## src/rtl/bf_op_unit.sv

```systemverilog
// bf_op_unit: radix-2 complex butterfly producing A+B and A-B combinationally.
// Each component sum/difference is formed one bit wider and then reduced to the
// field width. A registered sticky flag records any out-of-range result.
// Build option: define BF_OP_SAT_EN to clamp out-of-range results instead of
// wrapping. Overflow detection is the same in both builds.
module bf_op_unit #(
   parameter int REAL_WIDTH = 18,
   parameter int IMGN_WIDTH = 18
) (
   input  logic                                   iclk,
   input  logic                                   rst,
   input  logic                                   ien,
   input  logic                                   ovf_clr,
   input  logic [REAL_WIDTH+IMGN_WIDTH-1:0]       ia,
   input  logic [REAL_WIDTH+IMGN_WIDTH-1:0]       ib,
   output logic [REAL_WIDTH+IMGN_WIDTH-1:0]       oa,
   output logic [REAL_WIDTH+IMGN_WIDTH-1:0]       ob,
   output logic                                   ovf
);

   localparam int CPLX_WIDTH = REAL_WIDTH + IMGN_WIDTH;

   // A widened result overflows the field when its top two bits disagree.
   function automatic logic ovf_re(input logic signed [REAL_WIDTH:0] v);
      return v[REAL_WIDTH] != v[REAL_WIDTH-1];
   endfunction

   function automatic logic ovf_im(input logic signed [IMGN_WIDTH:0] v);
      return v[IMGN_WIDTH] != v[IMGN_WIDTH-1];
   endfunction

   // Reduce a widened real-part result to the field: wrap or clamp.
   function automatic logic signed [REAL_WIDTH-1:0] reduce_re(input logic signed [REAL_WIDTH:0] v);
      logic signed [REAL_WIDTH-1:0] r;
      r = v[REAL_WIDTH-1:0];
`ifdef BF_OP_SAT_EN
      if (ovf_re(v)) begin
         r = v[REAL_WIDTH] ? {1'b1, {(REAL_WIDTH-1){1'b0}}}
                           : {1'b0, {(REAL_WIDTH-1){1'b1}}};
      end
`endif
      return r;
   endfunction

   // Reduce a widened imaginary-part result to the field: wrap or clamp.
   function automatic logic signed [IMGN_WIDTH-1:0] reduce_im(input logic signed [IMGN_WIDTH:0] v);
      logic signed [IMGN_WIDTH-1:0] r;
      r = v[IMGN_WIDTH-1:0];
`ifdef BF_OP_SAT_EN
      if (ovf_im(v)) begin
         r = v[IMGN_WIDTH] ? {1'b1, {(IMGN_WIDTH-1){1'b0}}}
                           : {1'b0, {(IMGN_WIDTH-1){1'b1}}};
      end
`endif
      return r;
   endfunction

   logic signed [REAL_WIDTH-1:0] a_re, b_re;
   logic signed [IMGN_WIDTH-1:0] a_im, b_im;
   logic signed [REAL_WIDTH:0]   sum_re, dif_re;
   logic signed [IMGN_WIDTH:0]   sum_im, dif_im;
   logic                         ovf_now;
   logic                         ovf_d, ovf_q;

   assign a_re = ia[CPLX_WIDTH-1:IMGN_WIDTH];
   assign a_im = ia[IMGN_WIDTH-1:0];
   assign b_re = ib[CPLX_WIDTH-1:IMGN_WIDTH];
   assign b_im = ib[IMGN_WIDTH-1:0];

   // Widened butterfly arithmetic and reduction back to the field widths.
   always_comb begin
      sum_re  = $signed({a_re[REAL_WIDTH-1], a_re}) + $signed({b_re[REAL_WIDTH-1], b_re});
      dif_re  = $signed({a_re[REAL_WIDTH-1], a_re}) - $signed({b_re[REAL_WIDTH-1], b_re});
      sum_im  = $signed({a_im[IMGN_WIDTH-1], a_im}) + $signed({b_im[IMGN_WIDTH-1], b_im});
      dif_im  = $signed({a_im[IMGN_WIDTH-1], a_im}) - $signed({b_im[IMGN_WIDTH-1], b_im});
      oa      = {reduce_re(sum_re), reduce_im(sum_im)};
      ob      = {reduce_re(dif_re), reduce_im(dif_im)};
      ovf_now = ovf_re(sum_re) | ovf_re(dif_re) | ovf_im(sum_im) | ovf_im(dif_im);
   end

   // Sticky flag next state: clear beats a same-cycle overflow.
   always_comb begin
      ovf_d = ovf_q;
      if (ovf_clr) begin
         ovf_d = 1'b0;
      end else if (ien && ovf_now) begin
         ovf_d = 1'b1;
      end
   end

   // Sticky overflow register with synchronous reset.
   always_ff @(posedge iclk) begin
      if (rst) begin
         ovf_q <= 1'b0;
      end else begin
         ovf_q <= ovf_d;
      end
   end

   assign ovf = ovf_q;

endmodule

```

## config.mk

```make
export PLATFORM = sky130hd
export DESIGN_NAME = bf_op_unit
export DESIGN_NICKNAME = d
export VERILOG_FILES = /design/src/rtl/bf_op_unit.sv
export SDC_FILE = /design/constraint.sdc
export NUM_CORES = 1
export LEC_CHECK = 0
export BUFFER_PORTS_ARGS = -buffer_cell sky130_fd_sc_hd__buf_4
export CAP_MARGIN = 20
export CORE_ASPECT_RATIO = 2
export CORE_MARGIN = 1.5
export CORE_UTILIZATION = 51
export DETAILED_ROUTE_END_ITERATION = 6
export PLACE_DENSITY = 0.88
export SYNTH_ARGS = -nofsm -noshare
export SYNTH_HDL_FRONTEND = slang
export SYNTH_SLANG_ARGS = --single-unit
```

## constraint.sdc

```tcl
create_clock -name iclk -period 2.8 [get_ports iclk]
set_clock_uncertainty 0.2 [all_clocks]
set_input_delay 0.28 -clock iclk [delete_from_list [all_inputs] [get_ports iclk]]
set_output_delay 0.28 -clock iclk [all_outputs]
set_load 0.02 [all_outputs]
```

==> impl_results.md, run 1 <==
- Status: aborted with a tool error
- Stage where the flow stopped: 5_1_grt
- Run Error: [ERROR GRT-0232] Routing congestion too high. Check the congestion heatmap in the GUI.
- Sequential-to-total area share from yosys stat: 0.541%
- Worst endpoint type: primary output
- Final weighted congestion in routability-driven placement: 1.05
- Post-synth cell types: 71
- Maximum number of pins on one net before global-route repair: 10
- Fraction of the mapped netlist area in simple logic gates: 19.2%
- Post-synthesis compound-gate area fraction: 27.9%
- Boundary Pins: 149
- Register bit count reported by yosys: 1
- Avg Cell Area, Syn: 7.10 µm²
- Netlist Area Pre-Place: 0.00370 mm²
- Number of flops mapped to enable cells by yosys: 0
- GRT overflow: 2
- Multiplexer area fraction after synthesis: 0.305%
- Starting Density: 52.9%
- Number of buffers added to fix hold violations after cts: 0
- Largest area contributor in the netlist: ha_1
- Synth async-reset ratio: 0%
- Net Count, Synth: 673
- Crit. endpoint post-GRT repair: ob[16]
- FP Rows: 43
- Dominant combinational cell family by area after synthesis: compound AO/OA/AOI/OAI gates
- Primary flip-flop cell chosen by synthesis mapping: dfxtp_1
- Share of the synthesized netlist area taken by xor and xnor gates: 14.2%
- Leading post-synthesis cells by cell area: ha_1, xnor2_1, inv_1
- Global router's overall resource usage: 59.6%
- Width of the chip: 63.2 µm
- Proportion of netlist area held by the largest area contributor: 24.4%
- Cell count after synthesis: 521
- Placement-stage worst setup slack: -0.442 ns
- Port buffer count: 148
- Height of the die: 123 µm
- Synthesis warning total: 0
- Final HPWL DP: 11700 µm
- Fraction of the mapped netlist area in adder cells: 26.5%
per-layer routing:
| layer | global-route usage, % | GRT overflow |
|---|---|---|
| met1 | 49.2 | 0 |
| met2 | 92.3 | 1 |
| met3 | 32.7 | 0 |
| met4 | 69.0 | 1 |
| met5 | 3.47 | 0 |
per-stage QoR:
step                cells  instance area [µm²]
floorplan             521                 3720
global placement      823                 5460
detailed placement    823                 5460
CTS                   839                 6120
cells in the mapped netlist, drive strengths merged (9+ instances only):
cell type,instances
inv,76
ha,72
nor2,65
a21oi,49
xnor2,45
o21ai,26
buf,18
nand2,16
xor2,15
o21bai,14
nand2b,12
o21a,9
timing repair:
item	CTS
pin swaps	56
resized for setup	117
gates cloned	0
setup endpoints to repair	29
buffers inserted	18
logic make-up after synthesis:
group	after synthesis
AO/OA/AOI/OAI	146
AND/OR/NAND/NOR	138
buffers and inverters	99
adder cells (fa/ha/maj)	76
XOR/XNOR	60
multiplexers	1
flip-flops	1
==> run 2: changes to the inputs <==
--- a/config.mk
+++ b/config.mk
@@ -7,11 +7,10 @@
 export LEC_CHECK = 0
 export BUFFER_PORTS_ARGS = -buffer_cell sky130_fd_sc_hd__buf_4
 export CAP_MARGIN = 20
-export CORE_ASPECT_RATIO = 2
 export CORE_MARGIN = 1.5
-export CORE_UTILIZATION = 51
+export CORE_UTILIZATION = 39
 export DETAILED_ROUTE_END_ITERATION = 6
-export PLACE_DENSITY = 0.88
+export PLACE_DENSITY_LB_ADDON = 0.15
 export SYNTH_ARGS = -nofsm -noshare
 export SYNTH_HDL_FRONTEND = slang
 export SYNTH_SLANG_ARGS = --single-unit
==> impl_results.md, run 2 <==
- Relative slew margins: 69.8%
- Most common cell after layout, fill and taps aside: buf_4
- Netlist Area Pre-Place: 0.00370 mm²
- Boundary Pins: 149
- P per Cell Area: 306 mW/mm²
- Largest fanout of any net on the critical path: 3
- Part of the power in the clock network: 0%
- Summed negative setup slack over all endpoints: -0.777 ns
- Reg power frac: 0.9%
- Overall via count from detail_route: 4489
- Global router's overall resource usage: 22.1%
- Largest area contributor in the netlist: ha_1
- Cells traversed along the worst timing path: buf_8, inv_4, ha_4, fa_2, nor2b_2, o31a_1, nor4b_4, o31ai_4, o31ai_4, nand2b_1, a21oi_2, xnor2_1, buf_4
- GRT overflow: 0
- Number of violations of the max-capacitance limit: 0
- Commonest cells after routing, fill and taps aside: buf_4, inv_1, nor2_1
- Min-delay src: rst
- Critical path's slowest cell: nor4b_4
- # setup viols final: 7
- Net Count, Synth: 673
- Cell count after synthesis: 521
- Violations in the final reports: setup timing
- Synthesis warning total: 0
- Via count of the first global-routing pass: 4460
- Minimum hold slack: 0.393 ns
- Worst min-delay path category: input port to flop
- Post-synth cell types: 71
- Crit Path Category: input port to output port
- Maximum number of pins on one net before global-route repair: 10
- GR met1 Demand/Resource: 25.8%
- Clock-pin slew on the worst setup and hold paths: 0 ns
- Clock latency on the worst-skew pair: 0 ns
- Primary flip-flop cell chosen by synthesis mapping: dfxtp_1
- Met2 track demand over resource in global routing: 43.9%
- Met3 GRT Util: 0.975%
- Share of layout cells above drive strength 1: 49.4%
- Starting Density: 40.2%
- Total power: 1.94 mW
- CP endpoint kind: output port
- Placed Area: 0.00553 mm²
- Arrival time worst endpoint: 2.51 ns
- Switching Power: 0.994 mW
- First-pass GRT wire length: 18900 µm
- Flip-flop count of the largest register, all copies and words added: 1
- Final HPWL DP: 9380 µm
- Remaining antenna violation count after routing: 0
- Port buffer count: 148
- Cell area after layout: 0.00634 mm²
- Number of flops mapped to enable cells by yosys: 0
- Net count of the finished layout: 909
- Fin worst setup slack: -0.189 ns
- Die Footprint: 0.0101 mm²
- Launching element type of the critical path: input port
- Detailed router's first-iteration violation count: 85
- Final worst path period share: 107%
- Post-synthesis to final-layout area growth: 71.4%
- Maximum clock rate: 335 MHz
- Width of the chip: 100 µm
- Internal power: 0.946 mW
- Number of antenna violations at the first check in global routing: 0
- Number of endpoints with negative hold slack in the final report: 0
- FP Rows: 35
- Antenna diode count: 0
- Shortest clock period the worst path allows after layout: 2.99 ns
- Sequential-to-total area share from yosys stat: 0.541%
- Leading post-synthesis cells by cell area: ha_1, xnor2_1, inv_1
- Proportion of netlist area held by the largest area contributor: 24.4%
- Pre-antenna DRT Iters: 5
- Worst IR Drop VDD: 173 µV
- Synth async-reset ratio: 0%
- R2r startpoint: ovf
- Routed vias/inst: 5.18
- Critical path's largest stage delay: 0.37 ns
- Leakage: 3.07 nW
- Avg Cell Area, Syn: 7.10 µm²
- Most Used Layer, Global Route: met2
- Most frequent cell after synthesis: inv_1
- Core utilization of the finished layout: 68.9%
- Total DRC errors in the routed layout: 0
- Register bit count reported by yosys: 1
- Slew @ Worst Pin: 0.450 ns
- Status: complete, but fails checks
- Core footprint: 0.00920 mm²
- Switching Fraction: 51.2%
- CP Data Required Time: 2.32 ns
- Fin. max-slew vios: 0
- List of most frequent post-synthesis cells: inv_1, ha_1, nor2_1
- Gate power share: 99.1%
- Total length of routed wires: 12100 µm
- Final weighted congestion in routability-driven placement: 0.909
- Height of the die: 100 µm
- Routed length per instance: 14.0 µm
- Source of the critical timing path: ia[0]
- Most used cell along the critical path: o31ai_4
- RSZ-0062 raised after global routing: yes
[run 2: power groups by stage]
stage / combinational, mW / clock [mW] / sequential (mW)
2_1_floorplan: 0.993 / 0 / 0.0174
3_3_place_gp: 1.68 / 0 / 0.0166
3_5_place_dp: 1.70 / 0 / 0.0167
4_1_cts: 1.80 / 0 / 0.0167
5_1_grt: 2.06 / 0 / 0.0168
6_report: 1.92 / 0 / 0.0167
[run 2: metrics by stage]
stage / instances / setup WS [ns]
final: 866 / -0.189
after global routing: 866 / -0.295
after CTS: 859 / -0.162
after detailed placement: 849 / -0.406
after global placement: 849 / -0.369
after floorplan: 521 / -0.0265
[run 2: worst paths after layout]
check                              end  slack, ns  cells after the start
worst min register to register     ovf       0.48                      2
worst max register to register     ovf       1.49                      3
worst max-delay path            ob[16]      -0.19                     13
worst min-delay path               ovf       0.39                      4
[run 2: cell type report]
| type | count | area (µm²) |
|---|---|---|
| multi-input combinational | 421 | 3840 |
| fill | 756 | 2860 |
| timing repair buffer | 257 | 2030 |
| inverter | 76 | 303 |
| tap | 111 | 139 |
| sequential | 1 | 20.0 |
[run 2: metal layers]
metal | up-vias | routed length, µm | part of all wire, %
li1 | 2232 | - | -
met2 | 119 | 6450 | 53
met1 | 2116 | 4920 | 41
met5 | - | 0 | 0
met4 | 0 | 242 | 2.0
met3 | 22 | 490 | 4.0
[run 2: kinds of logic after synthesis]
group	share of synthesized area, %
compound gates	27.9
xor+xnor	14.2
fa+ha+maj	26.5
buf+inv	11.3
flops	0.541
mux	0.305
simple gates	19.2
[run 2: repair_timing]
item,4_1_cts,5_1_grt
buffers inserted,12,11
pin swaps,44,62
gates cloned,0,0
hold buffers,0,0
resized for setup,63,84
hold endpoints to repair,0,0
setup endpoints to repair,24,28
[run 2: critical path: cells and delay by family]
kind | cells | cell delay [ns]
AO/OA/AOI/OAI | 4 | 0.88
XOR/XNOR | 1 | 0.13
adder cells (fa/ha/maj) | 2 | 0.35
buffers and inverters | 3 | 0.32
AND/OR/NAND/NOR | 3 | 0.53
No activity file was read; power rests on OpenSTA's default activity.
